[config.mk]
export PLATFORM = sky130hd
export DESIGN_NAME = sine_table_loader
export DESIGN_NICKNAME = d
export VERILOG_FILES = /design/src/rtl/sine_pkg.sv /design/src/rtl/sine_csum_acc.sv /design/src/rtl/sine_table_loader.sv
export SDC_FILE = /design/constraint.sdc
export NUM_CORES = 1
export LEC_CHECK = 0
export ABC_CLOCK_PERIOD_IN_PS = 3100
export CAP_MARGIN = 30
export CORE_AREA = 2 2 406 408
export DETAILED_ROUTE_END_ITERATION = 7
export DIE_AREA = 0 0 408 410
export GPL_ROUTABILITY_DRIVEN = 0
export PLACE_DENSITY = 0.58
export SYNTH_ARGS = -nofsm -noshare
export SYNTH_HDL_FRONTEND = slang
export SYNTH_HIERARCHICAL = 1
export SYNTH_SLANG_ARGS = --single-unit
[constraint.sdc]
create_clock -name clk -period 3.1 [get_ports clk]
set_input_delay 0.62 -clock clk [delete_from_list [all_inputs] [get_ports clk]]
set_output_delay 0.62 -clock clk [all_outputs]
set_load 0.005 [all_outputs]
[src/rtl/sine_pkg.sv]
// Shared definitions for the sine sample table: sizes, loader states and
// the packing rule for the flattened table bus read by the sample-select mux.
package sine_pkg;

    localparam int SINE_WIDTH = 16;
    localparam int SINE_DEPTH = 64;
    localparam int SINE_IDX_W = 6;

    typedef enum logic [1:0] {
        IDLE = 2'd0,
        LOAD = 2'd1,
        CSUM = 2'd2,
        DONE = 2'd3
    } loader_state_e;

    // Entry k of the flattened table occupies bits [k*w + w-1 : k*w].
    function automatic int unsigned sine_slice_lsb(input int unsigned k, input int unsigned w);
        return k * w;
    endfunction

endpackage

[src/rtl/sine_csum_acc.sv]
// Wrapping running-sum register used to verify a loaded sine table.
// clr has priority over en; the sum wraps modulo 2^WIDTH.
module sine_csum_acc
    import sine_pkg::*;
#(
    parameter int WIDTH = SINE_WIDTH
) (
    input  logic             clk,
    input  logic             clr,
    input  logic             en,
    input  logic [WIDTH-1:0] din,
    output logic [WIDTH-1:0] sum
);

    logic [WIDTH-1:0] sum_q;
    logic [WIDTH-1:0] sum_d;

    // Next sum: clear, accumulate, or hold.
    always_comb begin
        sum_d = sum_q;
        if (clr) begin
            sum_d = '0;
        end else if (en) begin
            sum_d = sum_q + din;
        end
    end

    // Sum register.
    always_ff @(posedge clk) begin
        sum_q <= sum_d;
    end

    assign sum = sum_q;

endmodule

[src/rtl/sine_table_loader.sv]
// Writer side of the sine sample table. Samples arrive one per handshake
// over a valid/ready stream and fill a DEPTH-entry register bank, which is
// presented in parallel on tbl_flat. tbl_valid marks a complete table.
// Optional feature: define SINE_LOADER_CSUM_EN to require a trailing
// checksum word (16-bit wrapping sum of the samples) after each load;
// without it err is tied low and LOAD finishes straight into DONE.
module sine_table_loader
    import sine_pkg::*;
#(
    parameter int WIDTH = SINE_WIDTH,
    parameter int DEPTH = SINE_DEPTH
) (
    input  logic                     clk,
    input  logic                     rst_n,
    input  logic                     start,
    input  logic [WIDTH-1:0]         s_data,
    input  logic                     s_valid,
    output logic                     s_ready,
    output logic [WIDTH*DEPTH-1:0]   tbl_flat,
    output logic                     tbl_valid,
    output logic                     busy,
    output logic [$clog2(DEPTH)-1:0] wr_idx,
    output logic                     err
);

    localparam int IDX_W = $clog2(DEPTH);

    loader_state_e    state_q;
    loader_state_e    state_d;
    logic [IDX_W-1:0] wr_idx_q;
    logic [IDX_W-1:0] wr_idx_d;
    logic             s_ready_q;
    logic             s_ready_d;
    logic             busy_q;
    logic             busy_d;
    logic             tbl_valid_q;
    logic             tbl_valid_d;
    logic [WIDTH-1:0] entry_q [DEPTH];

    logic hs;
    logic wr_en;
    logic load_start;
    logic last_entry;

    // s_ready is a register, so the handshake never loops back through s_valid.
    assign hs         = s_valid & s_ready_q;
    assign last_entry = (wr_idx_q == IDX_W'(DEPTH - 1));

`ifdef SINE_LOADER_CSUM_EN
    logic             err_q;
    logic             err_d;
    logic             csum_clr;
    logic             csum_match;
    logic [WIDTH-1:0] csum;

    // Reset also clears the sum so no stale total survives an aborted load.
    assign csum_clr   = ~rst_n | load_start;
    assign csum_match = (s_data == csum);

    sine_csum_acc #(
        .WIDTH (WIDTH)
    ) u_csum_acc (
        .clk (clk),
        .clr (csum_clr),
        .en  (wr_en),
        .din (s_data),
        .sum (csum)
    );
`endif

    // Next-state logic: load sequencing, write index and error flag.
    always_comb begin
        state_d    = state_q;
        wr_idx_d   = wr_idx_q;
        wr_en      = 1'b0;
        load_start = 1'b0;
`ifdef SINE_LOADER_CSUM_EN
        err_d      = err_q;
`endif
        unique case (state_q)
            IDLE, DONE: begin
                if (start) begin
                    state_d    = LOAD;
                    wr_idx_d   = '0;
                    load_start = 1'b1;
`ifdef SINE_LOADER_CSUM_EN
                    err_d      = 1'b0;
`endif
                end
            end
            LOAD: begin
                if (hs) begin
                    wr_en = 1'b1;
                    if (last_entry) begin
                        wr_idx_d = '0;
`ifdef SINE_LOADER_CSUM_EN
                        state_d  = CSUM;
`else
                        state_d  = DONE;
`endif
                    end else begin
                        wr_idx_d = wr_idx_q + IDX_W'(1);
                    end
                end
            end
            CSUM: begin
`ifdef SINE_LOADER_CSUM_EN
                if (hs) begin
                    if (csum_match) begin
                        state_d = DONE;
                    end else begin
                        state_d = IDLE;
                        err_d   = 1'b1;
                    end
                end
`else
                state_d = IDLE;
`endif
            end
            default: state_d = IDLE;
        endcase
    end

    // Output decode from the upcoming state so every output is registered.
    always_comb begin
        s_ready_d   = 1'b0;
        busy_d      = 1'b0;
        tbl_valid_d = 1'b0;
        case (state_d)
            LOAD, CSUM: begin
                s_ready_d = 1'b1;
                busy_d    = 1'b1;
            end
            DONE:    tbl_valid_d = 1'b1;
            default: ;
        endcase
    end

    // State, index and status registers.
    always_ff @(posedge clk) begin
        if (!rst_n) begin
            state_q     <= IDLE;
            wr_idx_q    <= '0;
            s_ready_q   <= 1'b0;
            busy_q      <= 1'b0;
            tbl_valid_q <= 1'b0;
        end else begin
            state_q     <= state_d;
            wr_idx_q    <= wr_idx_d;
            s_ready_q   <= s_ready_d;
            busy_q      <= busy_d;
            tbl_valid_q <= tbl_valid_d;
        end
    end

    // Entry bank: cleared on reset so no partial table survives, written on LOAD handshakes.
    always_ff @(posedge clk) begin
        if (!rst_n) begin
            for (int k = 0; k < DEPTH; k++) begin
                entry_q[k] <= '0;
            end
        end else if (wr_en) begin
            entry_q[wr_idx_q] <= s_data;
        end
    end

`ifdef SINE_LOADER_CSUM_EN
    // Sticky checksum error, cleared only by an accepted start.
    always_ff @(posedge clk) begin
        if (!rst_n) begin
            err_q <= 1'b0;
        end else begin
            err_q <= err_d;
        end
    end

    assign err = err_q;
`else
    assign err = 1'b0;
`endif

    for (genvar k = 0; k < DEPTH; k++) begin : g_flat
        assign tbl_flat[sine_slice_lsb(k, WIDTH) +: WIDTH] = entry_q[k];
    end

    assign s_ready   = s_ready_q;
    assign busy      = busy_q;
    assign tbl_valid = tbl_valid_q;
    assign wr_idx    = wr_idx_q;

endmodule

; ---- Yosys cells after proc, flatten, opt, wreduce, memory -nomap -nowiden
; Memory sizes are Yosys's and may differ from the RTL's.
; Index checks and enable logic that the tools add are counted.
; Widths: inputs -> output; s select.
[classes]
addsub = 1
mux = 19
eq_ne = 9
bitwise = 1
n_reduce_logical = 6
[ops]
columns = operator, count
row1 = $mux 6, 4
row2 = $mux 16, 1
row3 = $reduce_or 16->1, 1
row4 = $pmux 6 s2, 1
row5 = $mux 1, 9
row6 = $eq 2x2->1 const B, 4
row7 = $add 6x1->6 const B, 1
row8 = $eq 6x6->1 const B, 1
row9 = $mux 2, 3
row10 = $pmux 2 s3, 1
row11 = $eq 2x1->1 const B, 2
row12 = $ne 2x2->1 const B, 2
row13 = $reduce_or 2->1, 2
row14 = $reduce_and 3->1, 1
row15 = $logic_not 2->1, 1
row16 = $reduce_bool 2->1, 1
row17 = $and 1x1->1, 1
[totals]
n_memories = 1
elab_cells = 41
out_inout_bits = 1034
register_bits = 10
ram_bits = 1024
[mem_list]
columns = name, depth, word_bits, rd, rd_clocked_by_memory_dff, wr, line_no
row1 = entry_q, 64, 16, 64, 0, 64, sine_table_loader.sv:38  ; logic [WIDTH-1:0] entry_q [DEPTH];

; ---- Logic depth before layout (Yosys ltp)
; Gate-level depths: netlist (run 1).
[logic_depth]
word_depth = 8
depth_mapped = 9

; ---- Least setup slack after synthesis (run 1)
; Ideal clock, no wire load.
[synth_timing]
kind = in2reg
start = input rst_n
end = memory entry_q[50][0] (netlist name), enable pin
t_required_ns = 2.689
setup_ns = 0.411
path_stages = 6
t_arrival_ns = 2.896
n_path_buf = 3
setup_slack_ns = -0.207
path_cell_list = buf_4 nand4_2 or4b_1 buf_6 buf_12 o21ai_0
[synth_rtl]
columns = item, line_no
row1 = "start, declared", sine_table_loader.sv:14  ; input logic rst_n,
row2 = "end, declared", sine_table_loader.sv:38

; ---- Final worst setup path (run 1)
[layout_timing]
start = register wr_idx_q[2], in the netlist wr_idx[2]
end = output wr_idx[2]
[layout_rtl]
columns = item, line_no
row1 = "start, declared", sine_table_loader.sv:30  ; logic [IDX_W-1:0] wr_idx_q;
row2 = "start signal, assigned", sine_table_loader.sv:149  ; wr_idx_q <= wr_idx_d;
row3 = "end, declared", sine_table_loader.sv:22  ; output logic [$clog2(DEPTH)-1:0] wr_idx,
; No word-level cell between the ends.

==> results by group, run 1 <==
STA
  • Worst Max-Slew Pin Slew: 1042 ps
  • WHS: 248.7 ps
  • Fin Clk Skew: 45.06 ps
  • Setup repair after global routing missed its margin: no
  • Final hold viol count: 0
  • Setup_tns: 0 ps
  • Setup Viol. Count Final: 0
  • Final Max Tran Viols: 0
  • F_max: 374.8 MHz
  • Fin crit share: 86.07%
  • Final min period: 2668 ps
  • Rel. slew slack: 30.31%

Power and ir drop
  • Static Leak: 20.36 nW
  • Power per Cell Area: 549.8 nW/um2
  • Tot Pwr: 31.55 mW
  • Worst vdd ir: 0.5235 mV

Synth
  • Synthesized area: 39500 um2
  • Share of Yosys cell area claimed by the top area cell type: 77.85%
  • Synth Register Bits: 1034
  • Mapped Cells: 2463
  • Ranking of synthesized cells by area: edfxtp_1 (78%), and2_1 (16%), clkbuf_1 (1.5%), o21ai_0 (0.85%), dfxtp_1 (0.51%)
  • Post-synth top flop: edfxtp_1
  • EDFF count, synth: 1024
  • Synth Warn #: 6
  • Largest area contributor in the netlist: edfxtp_1
  • Fraction of registers with async set/reset: 0%
  • Commonest cells post-synth: edfxtp_1 (1024), and2_1 (1015), clkbuf_1 (154)
  • Mapped Nets: 2486
  • Syn Area/Cell: 16.04 um2
  • Unique masters post-synth: 45
  • Most frequent cell after synthesis: edfxtp_1
  • Seq/Total Area, Yosys: 78.36%

Setup path
  • CP arrival: 2050 ps
  • CP Class: flop to output port
  • R2r setup slk: 450 ps
  • Crit path largest cell delay: 680 ps
  • Top cell family by delay on the critical path: buffers and inverters
  • Cells along the critical path: clkdlybuf4s50_1
  • Critical path launch point type: flop
  • CP endpoint kind: output port
  • Crit-path slowest cell: clkdlybuf4s50_1
  • CP Max Fanout: 11
  • Critical Path RT: 2480 ps
  • Buf/Inv on CP: 1

Clocking
  • Postcts setup bufs: 0
  • CTS tree: done
  • H-tree depth: 3
  • Hold Buf Count CTS: 0
  • Total CTS buffers: 110
  • Clock Latency Late Sink: 740 ps
  • Post-CTS sizing: 0
  • Clk sinks: 1034
  • Root buf cell: clkbuf_16
  • Worst-path clk slew: 60 ps
  • Clock Path Buffers: 3

Cells and area
  • Reg area: 30950 um2
  • Fillers: 15641
  • Final #Nets: 3610
  • Area delta synth->final: 45.29%
  • Multi-input logic area: 7772 um2
  • Share of cells above drive strength 1: 11.58%

Worst hold path
  • Tightest Hold Check Type: input port to flop

Floorplan
  • Die area: 167300 um2
  • Die H: 410 um
  • Die X: 408 um
  • I/O pin total: 1054
  • Initial cell density of the core: 24.16%
  • Row count: 149
  • Core area: 163500 um2

Route
  • DRC Markers: 0
  • Via density: 4.212
  • Via count: 24760
  • Wire per inst: 26.33 um
  • WL final: 154800 um
  • 1st-iter DRT viols: 2011
  • Detail Route Antenna Nets: 0
  • Pre-Repair DR Iteration Count: 5

Status
  • Run status: completed

Global route
  • Vias in the first global route: 24403
  • Number of antenna violations at the first check in global routing: 22
  • GR Overflow Total: 0
  • Gr usage total: 17.84%
  • First-pass GRT wire length: 206600 um
  • Largest net degree at the start of global routing: 66

Job
  • Max Cap Viol: 0

Place
  • Post-DP HPWL: 105900 um
  • Port bufs: 1052
-- report_power, final --
part / leakage [nW] / internal, mW / switching [mW]
Combinational: 8.73 / 1.28 / 1.36
Sequential: 9.98 / 16.0 / 0.230
Clock: 1.65 / 7.03 / 5.69
-- flip-flops by register name, summed over array words and instances (netlist names) --
register   count
entry_q     1024
busy           1
state_q        2
wr_idx         6
tbl_valid      1
-- final timing paths --
kind                            startpoint        endpoint  cells past startpoint
worst min-delay path                 rst_n      state_q[0]                      2
worst max register to register  state_q[1]  entry_q[19][0]                      8
worst min register to register  state_q[0]      state_q[0]                      2
worst max-delay path             wr_idx[2]       wr_idx[2]                      1
-- per-stage QoR --
step / area [um2] / setup WS (ps) / util, % / instances
2_1_floorplan: 39500 / -207.4 / - / 2463
6_report: 57390 / 431.9 / 35.10 / 5879
4_1_cts: 57360 / 340.2 / 35.08 / 5867
3_3_place_gp: 53880 / -140.0 / 32.96 / 5660
3_5_place_dp: 53930 / -153.2 / 32.98 / 5664
5_1_grt: 57360 / 324.0 / 35.08 / 5869
-- placed cells by master, fill, tap and decap left out, drive strengths merged, types with 2 or more instances in the layout --
cell type         n
clkinvlp          5
clkbuf          142
inv               5
ha                3
nor2             73
and2           1029
nand3b            3
or2               3
diode            12
nand2             7
dfxtp            10
bufinv            5
o21ai            67
xnor2             5
nand3             4
buf             190
nor4              2
clkinv           47
edfxtp         1024
nand4b            3
or4b              2
clkdlybuf4s50  1035
-- metal layers --
metal / GRT usage [%] / part of all wire, %
met3: 5.157 / 8.6
met2: 30.77 / 50
met5: 0 / 0.0084
met1: 21.33 / 38
met4: 5.696 / 2.9
-- layout make-up --
type                            instances  share of cell area [%]
Timing Repair Buffer                 1225                   21.72
Inverter                                1                0.006541
Sequential cell                      1034                   53.93
Antenna cell                           12                 0.05233
Clock buffer                          142                   5.043
Clock inverter                         61                  0.9310
Tap cell                             2189                   4.773
Multi-Input combinational cell       1215                   13.54
-- cells by family after synthesis --
| logic type | after synthesis | share of synthesized area, % |
|---|---|---|
| AOI/OAI and AO/OA | 71 | 0.9313 |
| and+or+nand+nor | 1134 | 18.13 |
| other | 1 | 0.009494 |
| xor gates and xnor gates | 5 | 0.1109 |
| DFF | 1034 | 78.36 |
| buffers and inverters | 214 | 2.338 |
| muxes | 1 | 0.02534 |
| adders and majority gates | 3 | 0.09504 |
No activity file was read; power rests on OpenSTA's default activity.
==> inputs of run 2 (changes only) <==
--- a/config.mk
+++ b/config.mk
@@ -7,11 +7,11 @@
 export LEC_CHECK = 0
 export ABC_CLOCK_PERIOD_IN_PS = 3100
 export CAP_MARGIN = 30
-export CORE_AREA = 2 2 406 408
+export CORE_AREA = 2 2 405 407
 export DETAILED_ROUTE_END_ITERATION = 7
-export DIE_AREA = 0 0 408 410
+export DIE_AREA = 0 0 407 409
 export GPL_ROUTABILITY_DRIVEN = 0
-export PLACE_DENSITY = 0.58
+export PLACE_DENSITY = 0.59
 export SYNTH_ARGS = -nofsm -noshare
 export SYNTH_HDL_FRONTEND = slang
 export SYNTH_HIERARCHICAL = 1
==> results by group, run 2 (synthesis gave the netlist of run 1 again) <==
Floorplan
  • Initial cell density of the core: 24.38% (+0.22 points)
  • Core area: 162000 um2 (-0.90%)
  • Die H: 409 um (-0.24%)
  • Row count: 148 (-0.67%)
  • Die area: 166500 um2 (-0.49%)
  • I/O pin total: 1054 (unchanged)
  • Die X: 407 um (-0.25%)

Setup path
  • Critical path launch point type: flop
  • Crit path largest cell delay: 690 ps (about the same)
  • Cells along the critical path: clkdlybuf4s50_1
  • CP endpoint kind: output port
  • CP Class: flop to output port
  • Crit-path slowest cell: clkdlybuf4s50_1
  • Top cell family by delay on the critical path: buffers and inverters
  • Buf/Inv on CP: 1 (unchanged)
  • Critical Path RT: 2480 ps (about the same)
  • CP arrival: 2080 ps (+30 ps)
  • CP Max Fanout: 11 (unchanged)

Global route
  • Gr usage total: 18.14% (+0.30 points)
  • GR Overflow Total: 0 (unchanged)
  • Number of antenna violations at the first check in global routing: 27 (+23%)
  • First-pass GRT wire length: 206700 um (about the same)
  • Largest net degree at the start of global routing: 63 (-4.5%)
  • Vias in the first global route: 24578 (+0.72%)

Power and ir drop
  • Share of total power in combinational logic: 8.1% (-0.3 points)
  • Sequential share of power: 50.5% (-0.8 points)
  • Static Leak: 20.39 nW (+0.11%)
  • Switch share: 22.85% (-0.23 points)
  • Sw power: 7.331 mW (+0.67%)
  • Clock power share: 41.4% (+1.1 points)
  • Worst vdd ir: 0.4993 mV (-4.6%)
  • Internal power: 24.75 mW (+2.0%)
  • Power per Cell Area: 560.4 nW/um2 (+1.9%)

STA
  • Setup slack after layout: 395.9 ps (-36.08 ps)
  • Worst Max-Slew Pin Slew: 920.3 ps (-121.2 ps)
  • Final Max Tran Viols: 0 (unchanged)
  • Setup repair after global routing missed its margin: no
  • Fin crit share: 87.23% (+1.2 points)
  • Setup_tns: 0 ps (unchanged)
  • Final hold viol count: 0 (unchanged)
  • Fin Clk Skew: 60.57 ps (+15.52 ps)
  • Final min period: 2704 ps (+36.08 ps)
  • Setup Viol. Count Final: 0 (unchanged)
  • F_max: 369.8 MHz (-1.3%)
  • Rel. slew slack: 38.42% (+8.1 points)

Clocking
  • Clock Path Buffers: 3 (unchanged)
  • Total CTS buffers: 113 (+2.7%)
  • H-tree depth: 3 (unchanged)
  • Postcts setup bufs: 0 (unchanged)
  • Worst-path clk slew: 60 ps (about the same)
  • Post-CTS sizing: 0 (unchanged)
  • Root buf cell: clkbuf_16
  • Hold Buf Count CTS: 0 (unchanged)
  • Clk sinks: 1034 (unchanged)
  • CTS tree: done
  • Clock Latency Late Sink: 740 ps (about the same)

Status
  • Run status: completed

Cells and area
  • Largest register FFs: 1024 (unchanged)
  • Most frequent cells in the layout: clkdlybuf4s50_1 (1035), edfxtp_1 (1024), and2_1 (1015), buf_4 (167), clkbuf_16 (115)
  • Share of cells above drive strength 1: 11.89% (+0.30 points)
  • Multi-input logic area: 7785 um2 (+0.16%)
  • Fillers: 15468 (-1.1%)
  • Reg area: 30950 um2 (unchanged)
  • Commonest non-fill, non-tap cell in the layout: clkdlybuf4s50_1
  • Top reg by flops: entry_q
  • Area delta synth->final: 44.94%
  • Final #Nets: 3616 (+0.17%)

Place
  • Setup WS pre-CTS: -80.67 ps (+72.57 ps)
  • Post-DP HPWL: 107200 um (+1.2%)
  • Port bufs: 1052 (unchanged)

Route
  • Via count: 24983 (+0.90%)
  • 1st-iter DRT viols: 2292 (+14%)
  • Pre-Repair DR Iteration Count: 5 (unchanged)
  • Detail Route Antenna Nets: 0 (unchanged)
  • Wire per inst: 26.57 um (+0.91%)
  • Via density: 4.255 (+1.0%)
  • DRC Markers: 0 (unchanged)
  • WL final: 156000 um (+0.77%)

Worst hold path
  • Tightest Hold Check Type: input port to flop

Job
  • Max Cap Viol: 0 (unchanged)
-- run 2: cell count changes in the layout (fill, tap and decap cells not counted), sizes merged --
cell      delta
clkinv       -2
inv          +2
clkinvlp     -4
buf          +3
bufinv       +3
clkbuf       +5
diode        -1
-- run 2: cell type report --
class	count	area share, %
Timing Repair Buffer	1228	21.19
Clock inverter	60	1.069
Inverter	1	0.006556
Antenna cell	11	0.04808
Multi-Input combinational cell	1215	13.60
Tap cell	2175	4.753
Clock buffer	147	5.271
Sequential cell	1034	54.06
-- run 2: final timing paths --
kind | from | to | slack [ps] | depth (start not counted)
worst min register to register | wr_idx[4] | wr_idx[4] | 620 | 2
worst max-delay path | wr_idx[2] | wr_idx[2] | 400 | 1
worst min-delay path | rst_n | wr_idx[1] | 270 | 2
worst max register to register | state_q[1] | entry_q[21][14] | 640 | 8
-- run 2: power groups by stage --
| stage | sequential [mW] | clock [mW] | combinational [mW] |
|---|---|---|---|
| after floorplan | 16.5 | 0 | 0.377 |
| after detailed placement | 16.5 | 0 | 2.64 |
| final | 16.2 | 13.3 | 2.61 |
| after global placement | 16.5 | 0 | 2.63 |
| after CTS | 16.2 | 13.5 | 2.65 |
| after global routing | 16.3 | 14.1 | 2.70 |
-- run 2: through the flow --
stage               util, %  instances  total power, mW  instance area [um2]  hold slack (ps)
floorplan                 -       2463            16.92                39500            576.3
global placement      33.08       5653            19.11                53590            590.0
detailed placement    33.08       5653            19.13                53590            607.4
CTS                   35.32       5860            32.40                57220            184.7
global route          35.32       5861            33.03                57230            219.4
finish                35.33       5871            32.09                57250            270.0
-- run 2: per-layer routing --
layer,track usage (%),vias to the layer above,wire length (um)
met1,21.61,12716,58640
met4,7.458,2,5891
met2,30.18,1256,76130
li1,-,10759,-
met5,0,-,15
met3,5.677,250,15310
==> inputs of run 3 (changes only) <==
--- a/config.mk
+++ b/config.mk
@@ -12,6 +12,7 @@
 export DIE_AREA = 0 0 407 409
 export GPL_ROUTABILITY_DRIVEN = 0
 export PLACE_DENSITY = 0.59
+export SLEW_MARGIN = 10
 export SYNTH_ARGS = -nofsm -noshare
 export SYNTH_HDL_FRONTEND = slang
 export SYNTH_HIERARCHICAL = 1
==> constraint.sdc (replaced) <==
create_clock -name clk -period 3.1 [get_ports clk]
set_input_delay 0.465 -clock clk [delete_from_list [all_inputs] [get_ports clk]]
set_output_delay 0.465 -clock clk [all_outputs]
set_load 0.005 [all_outputs]
==> results by group, run 3 (synthesis gave the netlist of run 1 again) <==
Status
  • Run status: completed

Clocking
  • Clock Latency Late Sink: 720 ps (-20 ps)
  • Hold Buf Count CTS: 0 (unchanged)
  • Root buf cell: clkbuf_16
  • Total CTS buffers: 112 (-0.88%)
  • Postcts setup bufs: 0 (unchanged)
  • Clock Path Buffers: 3 (unchanged)
  • Clk sinks: 1034 (unchanged)
  • CTS tree: done
  • Post-CTS sizing: 0 (unchanged)
  • H-tree depth: 3 (unchanged)
  • Worst-path clk slew: 60 ps (about the same)

Place
  • Setup WS pre-CTS: 203.3 ps (+284.0 ps)
  • Post-DP HPWL: 107700 um (+0.48%)
  • Cells after DPL: 5644 (-0.16%)
  • Port bufs: 1052 (unchanged)

Power and ir drop
  • Worst vdd ir: 0.4611 mV (-7.6%)
  • Share of total power in combinational logic: 8.2% (about the same)
  • Static Leak: 20.34 nW (-0.24%)
  • Sequential share of power: 50.5% (about the same)
  • Tot Pwr: 32.05 mW (-0.11%)
  • Clock power share: 41.3% (about the same)
  • Sw power: 7.294 mW (-0.50%)
  • Switch share: 22.76% (-0.090 points)
  • Internal power: 24.76 mW (about the same)
  • Power per Cell Area: 560.1 nW/um2 (about the same)

STA
  • Rel. slew slack: 38.67% (+0.25 points)
  • Final hold viol count: 0 (unchanged)
  • Setup repair after global routing missed its margin: no
  • Fin Clk Skew: 31.20 ps (-29.38 ps)
  • Worst Max-Slew Pin Slew: 916.6 ps (-3.692 ps)
  • Final min period: 2594 ps (-110.3 ps)
  • Setup slack after layout: 506.2 ps (+110.3 ps)
  • Fin crit share: 83.67% (-3.6 points)
  • Final Max Tran Viols: 0 (unchanged)
  • F_max: 385.5 MHz (+4.3%)
  • Setup Viol. Count Final: 0 (unchanged)

Floorplan
  • Row count: 148 (unchanged)
  • Die area: 166500 um2 (unchanged)
  • Initial cell density of the core: 24.38% (unchanged)
  • I/O pin total: 1054 (unchanged)
  • Core area: 162000 um2 (unchanged)
  • Die X: 407 um (unchanged)
  • Die H: 409 um (unchanged)

Cells and area
  • Share of cells above drive strength 1: 11.79% (-0.093 points)
  • Top reg by flops: entry_q
  • Area delta synth->final: 44.86% (about the same)
  • Final Util: 35.31% (about the same)
  • Most frequent cells in the layout: clkdlybuf4s50_1 (1035), edfxtp_1 (1024), and2_1 (1015), buf_4 (156), clkbuf_16 (115)
  • Final #Nets: 3606 (-0.28%)
  • Largest register FFs: 1024 (unchanged)
  • Commonest non-fill, non-tap cell in the layout: clkdlybuf4s50_1
  • Post-Layout Cell Count: 5875 (+0.068%)

Route
  • Via density: 4.229 (-0.62%)
  • Wire per inst: 26.78 um (+0.80%)
  • Pre-Repair DR Iteration Count: 7 (+2)
  • 1st-iter DRT viols: 2180 (-4.9%)
  • Detail Route Antenna Nets: 0 (unchanged)
  • DRC Markers: 0 (unchanged)
  • WL final: 157300 um (+0.87%)
  • Via count: 24846 (-0.55%)

Setup path
  • FF-to-FF path depth: 4 (-4)
  • CP endpoint kind: output port
  • Top cell family by delay on the critical path: buffers and inverters
  • Crit-path slowest cell: clkdlybuf4s50_1
  • Buf/Inv on CP: 1 (unchanged)
  • Cells along the critical path: clkdlybuf4s50_1
  • CP Max Fanout: 10 (-1)
  • CP arrival: 2130 ps (+50 ps)
  • R2r setup slk: 560 ps (-80 ps)
  • Crit path largest cell delay: 800 ps (+110 ps)
  • Critical path launch point type: flop
  • Crit. path cell count: 1 (unchanged)
  • CP Class: flop to output port
  • Critical Path RT: 2630 ps (+150 ps)

Global route
  • Gr usage total: 18.37% (+0.23 points)
  • Vias in the first global route: 24747 (+0.69%)
  • Largest net degree at the start of global routing: 63 (unchanged)
  • First-pass GRT wire length: 210000 um (+1.6%)
  • GR Overflow Total: 0 (unchanged)
  • Number of antenna violations at the first check in global routing: 26 (-3.7%)

Worst hold path
  • Cells on Worst Hold Path: 2 (unchanged)
  • Tightest Hold Check Type: input port to flop

Job
  • Max Cap Viol: 0 (unchanged)
==> run 3: power groups by stage <==
| stage | clock network [mW] | registers [mW] | logic, mW |
|---|---|---|---|
| 2_1_floorplan | 0 | 16.5 | 0.377 |
| 3_3_place_gp | 0 | 16.5 | 2.65 |
| 3_5_place_dp | 0 | 16.5 | 2.65 |
| 4_1_cts | 13.5 | 16.2 | 2.66 |
| 5_1_grt | 14.0 | 16.3 | 2.71 |
| 6_report | 13.2 | 16.2 | 2.62 |
==> run 3: per-stage QoR <==
| step | hold slack [ps] | setup TNS (ps) | cell area (um2) |
|---|---|---|---|
| 2_1_floorplan | 576.3 | -6161 | 39500 |
| 3_3_place_gp | 608.9 | 0 | 53530 |
| 3_5_place_dp | 615.9 | 0 | 53560 |
| 4_1_cts | 45.58 | 0 | 57170 |
| 5_1_grt | 77.80 | 0 | 57170 |
| 6_report | 127.6 | 0 | 57220 |
==> run 3: worst paths after layout <==
check	start	endpoint
setup / recovery	wr_idx[4]	wr_idx[4]
hold / removal	rst_n	state_q[1]
setup reg to reg	wr_idx[3]	entry_q[29][10]
hold reg to reg	state_q[0]	state_q[0]
==> run 3: final cells by class <==
type                       count  area [um2]
antenna                       20       50.05
clock buffer                 139        2968
clock inverter                72       641.9
fill                       15442      104800
inverter                       1       3.754
multi-input combinational   1215        7785
sequential                  1034       30950
tap                         2175        2721
timing repair buffer        1219       12100
==> run 3: routing by layer <==
metal	track usage [%]	routed length [um]	up-vias
li1	-	-	10783
met1	22.00	59590	12626
met2	31.57	79330	1222
met3	5.278	13960	209
met4	5.830	4415	6
met5	0	41	-
